==> src/rtl/stopwatch_ctrl_pkg.sv <==
// Shared types and limits for the stopwatch controller: FSM state, BCD digit type
// and the per-digit wrap values.
package stopwatch_ctrl_pkg;

  typedef enum logic [1:0] {
    StIdle,
    StRunning,
    StPaused,
    StLap
  } sw_state_t;

  typedef logic [3:0] bcd_t;

  localparam bcd_t D0Max = 4'd9;
  localparam bcd_t D1Max = 4'd9;
  localparam bcd_t D2Max = 4'd5;
  localparam bcd_t D3Max = 4'd9;

  // Next value of a single BCD digit that wraps to zero after max.
  function automatic bcd_t bcd_next(bcd_t q, logic en, bcd_t max);
    if (!en) begin
      return q;
    end
    if (q == max) begin
      return '0;
    end
    return q + 4'd1;
  endfunction

endpackage

==> src/rtl/stopwatch_ctrl_if.sv <==
// Button pulses in, display digits and status flags out, between the debounce stage,
// the stopwatch controller and the seven-segment driver.
interface stopwatch_ctrl_if;

  logic                     start_stop;
  logic                     lap_reset;
  stopwatch_ctrl_pkg::bcd_t digit0;
  stopwatch_ctrl_pkg::bcd_t digit1;
  stopwatch_ctrl_pkg::bcd_t digit2;
  stopwatch_ctrl_pkg::bcd_t digit3;
  logic                     running;
  logic                     lap_active;
  logic                     rollover;

  modport master (
    output start_stop,
    output lap_reset,
    input  digit0,
    input  digit1,
    input  digit2,
    input  digit3,
    input  running,
    input  lap_active,
    input  rollover
  );

  modport slave (
    input  start_stop,
    input  lap_reset,
    output digit0,
    output digit1,
    output digit2,
    output digit3,
    output running,
    output lap_active,
    output rollover
  );

endinterface

==> src/rtl/stopwatch_ctrl_bcd_digit_counter.sv <==
// One BCD digit of the stopwatch timebase: counts 0..Max on en, carry out when wrapping.
module bcd_digit_counter
  import stopwatch_ctrl_pkg::*;
#(
  parameter bcd_t Max = 4'd9
) (
  input  logic clk_100MHz,
  input  logic reset,
  input  logic clr,
  input  logic en,
  output bcd_t q,
  output logic carry
);

  bcd_t q_q, q_d;

  always_comb begin
    q_d = clr ? '0 : bcd_next(q_q, en, Max);
  end

  always_ff @(posedge clk_100MHz) begin
    if (reset) begin
      q_q <= '0;
    end else begin
      q_q <= q_d;
    end
  end

  assign q     = q_q;
  assign carry = en && (q_q == Max);

endmodule

==> src/rtl/stopwatch_ctrl.sv <==
// Stopwatch sequencing FSM (idle/run/pause/lap), tenths-of-a-second prescaler,
// 4-digit BCD counter chain, lap latch and registered display outputs.
module stopwatch_ctrl
  import stopwatch_ctrl_pkg::*;
#(
  parameter int unsigned ClkHz  = 100_000_000,
  parameter int unsigned TickHz = 10
) (
  input  logic              clk_100MHz,
  input  logic              reset,
  stopwatch_ctrl_if.slave   sw
);

  localparam int unsigned Div    = ClkHz / TickHz;
  localparam int unsigned PrescW = (Div > 2) ? $clog2(Div) : 1;
  localparam logic [PrescW-1:0] PrescLast = PrescW'(Div - 1);
  localparam logic [3:0][3:0]   DigitMax  = {D3Max, D2Max, D1Max, D0Max};

  sw_state_t         state_q, state_d;
  logic [PrescW-1:0] presc_q, presc_d;
  logic [3:0][3:0]   lap_q, lap_d;
  logic [3:0][3:0]   disp_q, disp_d;
  logic              running_q, lap_active_q, rollover_q;

  logic              active, tick, clr;
  logic [3:0][3:0]   live, live_nxt;
  logic [3:0]        carry, en;

  assign en = {carry[2:0], tick};

  for (genvar i = 0; i < 4; i++) begin : gen_digit
    bcd_digit_counter #(
      .Max(DigitMax[i])
    ) u_digit (
      .clk_100MHz(clk_100MHz),
      .reset     (reset),
      .clr       (clr),
      .en        (en[i]),
      .q         (live[i]),
      .carry     (carry[i])
    );
  end

  always_comb begin
    active  = (state_q == StRunning) || (state_q == StLap);
    tick    = active && (presc_q == PrescLast);
    state_d = state_q;
    presc_d = presc_q;
    clr     = 1'b0;

    if (active) begin
      presc_d = tick ? '0 : presc_q + 1'b1;
    end

    // start_stop is checked first everywhere so it wins over a simultaneous lap_reset.
    unique case (state_q)
      StIdle: begin
        if (sw.start_stop) begin
          state_d = StRunning;
          presc_d = '0;
        end
      end
      StRunning: begin
        if (sw.start_stop) begin
          state_d = StPaused;
        end else if (sw.lap_reset) begin
          state_d = StLap;
        end
      end
      StLap: begin
        if (sw.start_stop) begin
          state_d = StPaused;
        end else if (sw.lap_reset) begin
          state_d = StRunning;
        end
      end
      StPaused: begin
        if (sw.start_stop) begin
          state_d = StRunning;
        end else if (sw.lap_reset) begin
          state_d = StIdle;
          clr     = 1'b1;
        end
      end
      default: state_d = StIdle;
    endcase

    // Mirror of the counter chain so the display register lands together with the new digits.
    for (int i = 0; i < 4; i++) begin
      live_nxt[i] = clr ? 4'd0 : bcd_next(live[i], en[i], DigitMax[i]);
    end

    lap_d  = ((state_d == StLap) && (state_q != StLap)) ? live : lap_q;
    disp_d = (state_d == StLap) ? lap_d : live_nxt;
  end

  always_ff @(posedge clk_100MHz) begin
    if (reset) begin
      state_q      <= StIdle;
      presc_q      <= '0;
      lap_q        <= '0;
      disp_q       <= '0;
      running_q    <= 1'b0;
      lap_active_q <= 1'b0;
      rollover_q   <= 1'b0;
    end else begin
      state_q      <= state_d;
      presc_q      <= presc_d;
      lap_q        <= lap_d;
      disp_q       <= disp_d;
      running_q    <= (state_d == StRunning) || (state_d == StLap);
      lap_active_q <= (state_d == StLap);
      rollover_q   <= carry[3];
    end
  end

  assign sw.digit0     = disp_q[0];
  assign sw.digit1     = disp_q[1];
  assign sw.digit2     = disp_q[2];
  assign sw.digit3     = disp_q[3];
  assign sw.running    = running_q;
  assign sw.lap_active = lap_active_q;
  assign sw.rollover   = rollover_q;

endmodule
==> src/flat_wrapper.sv <==
// flat-port wrapper written by rule: the top's interface ports become plain ports
module stopwatch_ctrl_flat import stopwatch_ctrl_pkg::*;
#(
  parameter int unsigned ClkHz  = 100_000_000,
  parameter int unsigned TickHz = 10
)
  (clk_100MHz, reset, sw_start_stop, sw_lap_reset, sw_digit0, sw_digit1, sw_digit2, sw_digit3, sw_running, sw_lap_active, sw_rollover);
  stopwatch_ctrl_if sw_i ();
  input  logic clk_100MHz;
  input  logic reset;
  input wire logic [$bits(sw_i.start_stop)-1:0] sw_start_stop;
  input wire logic [$bits(sw_i.lap_reset)-1:0] sw_lap_reset;
  output wire logic [$bits(sw_i.digit0)-1:0] sw_digit0;
  output wire logic [$bits(sw_i.digit1)-1:0] sw_digit1;
  output wire logic [$bits(sw_i.digit2)-1:0] sw_digit2;
  output wire logic [$bits(sw_i.digit3)-1:0] sw_digit3;
  output wire logic [$bits(sw_i.running)-1:0] sw_running;
  output wire logic [$bits(sw_i.lap_active)-1:0] sw_lap_active;
  output wire logic [$bits(sw_i.rollover)-1:0] sw_rollover;
  assign sw_i.start_stop = sw_start_stop;
  assign sw_i.lap_reset = sw_lap_reset;
  assign sw_digit0 = sw_i.digit0;
  assign sw_digit1 = sw_i.digit1;
  assign sw_digit2 = sw_i.digit2;
  assign sw_digit3 = sw_i.digit3;
  assign sw_running = sw_i.running;
  assign sw_lap_active = sw_i.lap_active;
  assign sw_rollover = sw_i.rollover;
  stopwatch_ctrl #(.ClkHz(ClkHz), .TickHz(TickHz)) u_core (.clk_100MHz(clk_100MHz), .reset(reset), .sw(sw_i));
endmodule
==> config.mk <==
export PLATFORM = sky130hd
export DESIGN_NAME = stopwatch_ctrl_flat
export DESIGN_NICKNAME = d
export VERILOG_FILES = /design/src/rtl/stopwatch_ctrl_pkg.sv /design/src/rtl/stopwatch_ctrl_if.sv /design/src/rtl/stopwatch_ctrl_bcd_digit_counter.sv /design/src/rtl/stopwatch_ctrl.sv /design/src/flat_wrapper.sv
export SDC_FILE = /design/constraint.sdc
export NUM_CORES = 1
export LEC_CHECK = 0
export ABC_AREA = 1
export CELL_PAD_IN_SITES_DETAIL_PLACEMENT = 1
export CELL_PAD_IN_SITES_GLOBAL_PLACEMENT = 1
export CORE_MARGIN = 8
export CORE_UTILIZATION = 52
export CTS_BUF_LIST = sky130_fd_sc_hd__clkbuf_8
export DETAILED_ROUTE_END_ITERATION = 10
export DONT_BUFFER_PORTS = 1
export GPL_TIMING_DRIVEN = 0
export PLACE_DENSITY_LB_ADDON = 0.1
export SLEW_MARGIN = 5
export SYNTH_ARGS = -nofsm -noshare
export SYNTH_HDL_FRONTEND = slang
export SYNTH_SLANG_ARGS = --single-unit
==> constraint.sdc <==
create_clock -name clk_100MHz -period 4.2 [get_ports clk_100MHz]
set_input_delay 0.63 -clock clk_100MHz [delete_from_list [all_inputs] [get_ports clk_100MHz]]
set_output_delay 0.63 -clock clk_100MHz [all_outputs]
set_load 0.005 [all_outputs]
==> impl_metrics.csv <==
group,metric,value,unit
floorplanning,core_region_area,6720,sq um
sta,relSlewSlack,0.563,
drt,viasPerCell,5.50,
pwr,power_leakage,1.67,nW
floorplanning,pin_count,23,
sta,report.final.slew_viol_count,0,
final_layout,final_cells,589,
clock_network,postCtsSetupRepairBufs,0,
sta,fmax,498,MHz
logic_synthesis,yosys_most_used_dff,"dfxtp_1",
setup_path,cp.arrival,2.25,ns
logic_synthesis,avgSynthCellArea,7.25,sq um
grt,grt_max_degree,14,
job,maxCapViolCount,0,
final_layout,antenna_cells,0,
final_layout,drive_above_1_share,0.122,
logic_synthesis,synthesis.nets,498,
logic_synthesis,synth-async-reset-ratio,0,
sta,final_hold_viol_count,0,
logic_synthesis,synth-seq-cells,76,
logic_synthesis,synth_top_area_frac,0.425,
clock_network,cts_inserted_buffers,9,
final_layout,fin_util,0.576,
clock_network,cts_tree,"built",
logic_synthesis,yosysTopAreaCell,"dfxtp_1",
clock_network,cts_htree_levels,3,
final_layout,final_common_cell,"nand2_1",
place,hpwl,7230,microns
clock_network,clkTransAtPathRegs,0.08,ns
logic_synthesis,synth_edf_count,0,
logic_synthesis,netlist_area,3580,sq um
grt,grt_first_pass_wirelength,16500,microns
clock_network,max-clock-path-buffers,2,
sta,setup_viol,0,
pwr,max-vdd-ir-drop,0.000178,V
drt,routed_wl,9600,microns
logic_synthesis,ys_warn_count,0,
sta,tns,0,ns
sta,rsz0062_at_grt,"no",
final_layout,final_area,3870,sq um
drt,drtIter0Drc,89,
setup_path,worst-setup-path-type,"flip-flop to flip-flop",
place,place.gp.congestion,0.926,
setup_path,endpoint_kind,"flip-flop",
setup_path,cp-start-kind,"flip-flop",
grt,grt_remaining_overflow,0,
drt,vias,3240,
setup_path,crit_path_max_fanout,10,
place,place_inst,573,
clock_network,cts_root_buf,"clkbuf_8",
clock_network,clock_latency,0.35,ns
logic_synthesis,syn_inst,493,
sta,tightestPinTransition,0.656,ns
drt,dr.pass1.iters,4,
grt,grt_pass1_vias,3564,
drt,drc,0,
final_layout,area_growth,8.19,%
place,place_area,3680,sq um
floorplanning,initial_core_util,0.532,
final_layout,fillers,891,
floorplanning,die_y,98.9,microns
setup_path,crit_required,4.44,ns
logic_synthesis,synth_area_leaders,"dfxtp_1 (43%), nand2_1 (9.3%), nor2_1 (7.7%)",
clock_network,cts_sinks,76,
clock_network,hold_buffers,0,
pwr,p_total,1.36,mW
hold_path,hold_path_class,"input port to flip-flop",
grt,grt_use_total,0.211,
final_layout,nets,509,
sta,fin_crit,2.01,ns
logic_synthesis,synth_cell_type_count,41,
final_layout,final_cell_mix,"nand2_1 (89), dfxtp_1 (76), nor2_1 (73), inv_1 (67), a21oi_1 (34)",
pwr,power.density,352,nW/um^2
sta,finClkSkew,0.0116,ns
logic_synthesis,yosysSeqAreaShare,0.425,
grt,antenna_found_initial,0,
drt,post_drt_wl_per_cell,16.3,microns
run_status,outcome,"complete, no violations",
floorplanning,rows,30,
sta,finalCritPeriodShare,0.478,
clock_network,cts_resized,0,
drt,antenna_left,0,
floorplanning,die-area,9790,sq um
floorplanning,die_w,98.9,microns
place,portBuffers,0,
kinds of logic after synthesis:
| family | Yosys count | share of synthesized area |
|---|---|---|
| flip-flops | 76 | 0.425 |
| buffers and inverters | 89 | 0.0969 |
| adder cells (fa/ha/maj) | 1 | 0.00350 |
| AO/OA/AOI/OAI | 70 | 0.114 |
| XOR/XNOR | 2 | 0.00490 |
| AND/OR/NAND/NOR | 255 | 0.355 |
power by group:
group          internal, mW  switching [mW]
Combinational        0.0199          0.0523
Clock                 0.272           0.279
Sequential            0.731         0.00688
layer usage:
metal	wire length (microns)	global-route usage	vias up
li1	-	-	1607
met1	3830	0.206	1553
met2	5060	0.399	47
met3	277	0.0359	33
met4	434	0.140	0
met5	0	0	-
cell usage after synthesis (5+ instances only):
master    instances
nand3_2           6
nor3_1           15
inv_1            66
nand3_1          32
inv_2            11
nand2_1          89
nor2_4            5
nor2_1           73
a21oi_1          34
nor2_2            5
dfxtp_1          76
nand4_1          14
clkbuf_1          6
o21ai_0           9
o21ai_1           5
a22oi_1           6
area by class of cell:
type                    instances  area [sq um]  area share
well taps                      80           100      0.0259
flip-flops and latches         76          1520       0.393
multi-input cells             328          1710       0.441
clock inverters                 7          68.8      0.0178
clock buffers                   9           124      0.0320
plain buffers                  11          52.6      0.0136
inverters                      78           294      0.0760
critical path: stages, from the launching register on:
cell and delay [ns]:
dfxtp_1 0.42, ha_1 0.26, nand3_2 0.12, nor2_4 0.14, nand3_4 0.10, nor2_8 0.23
nor2_4 0.11, inv_1 0.20, buf_4 0.23, nor3_1 0.07
flip-flops by register name, summed over array words and instances (netlist names):
| register | flops |
|---|---|
| u_core.sw.lap_active | 1 |
| u_core.sw.digit2 | 4 |
| u_core.gen_digit.u_digit.q | 16 |
| u_core.sw.digit0 | 4 |
| u_core.presc_q | 24 |
| u_core.state_q | 2 |
| u_core.sw.rollover | 1 |
| u_core.sw.digit1 | 4 |
| u_core.lap_q | 16 |
| u_core.sw.digit3 | 4 |
worst paths after layout:
path / startpoint / end / slack, ns / depth (start not counted)
max: u_core.presc_q[0]$_SDFF_PP0_ / u_core.presc_q[2]$_SDFF_PP0_ / 2.19 / 9
min: reset / u_core.state_q[0]$_SDFF_PP0_ / 0.36 / 1
max reg2reg: u_core.presc_q[0]$_SDFF_PP0_ / u_core.presc_q[2]$_SDFF_PP0_ / 2.19 / 9
min reg2reg: u_core.lap_q[2]$_SDFF_PP0_ / u_core.lap_q[2]$_SDFF_PP0_ / 0.48 / 2
per-stage QoR:
step	hold slack [ns]	setup slack (ns)
4_1_cts	0.349	2.19
3_3_place_gp	0.454	2.01
2_1_floorplan	0.446	2.53
3_5_place_dp	0.467	2.02
5_1_grt	0.345	2.02
6_report	0.359	2.19
(Power assumes the default switching activity.)
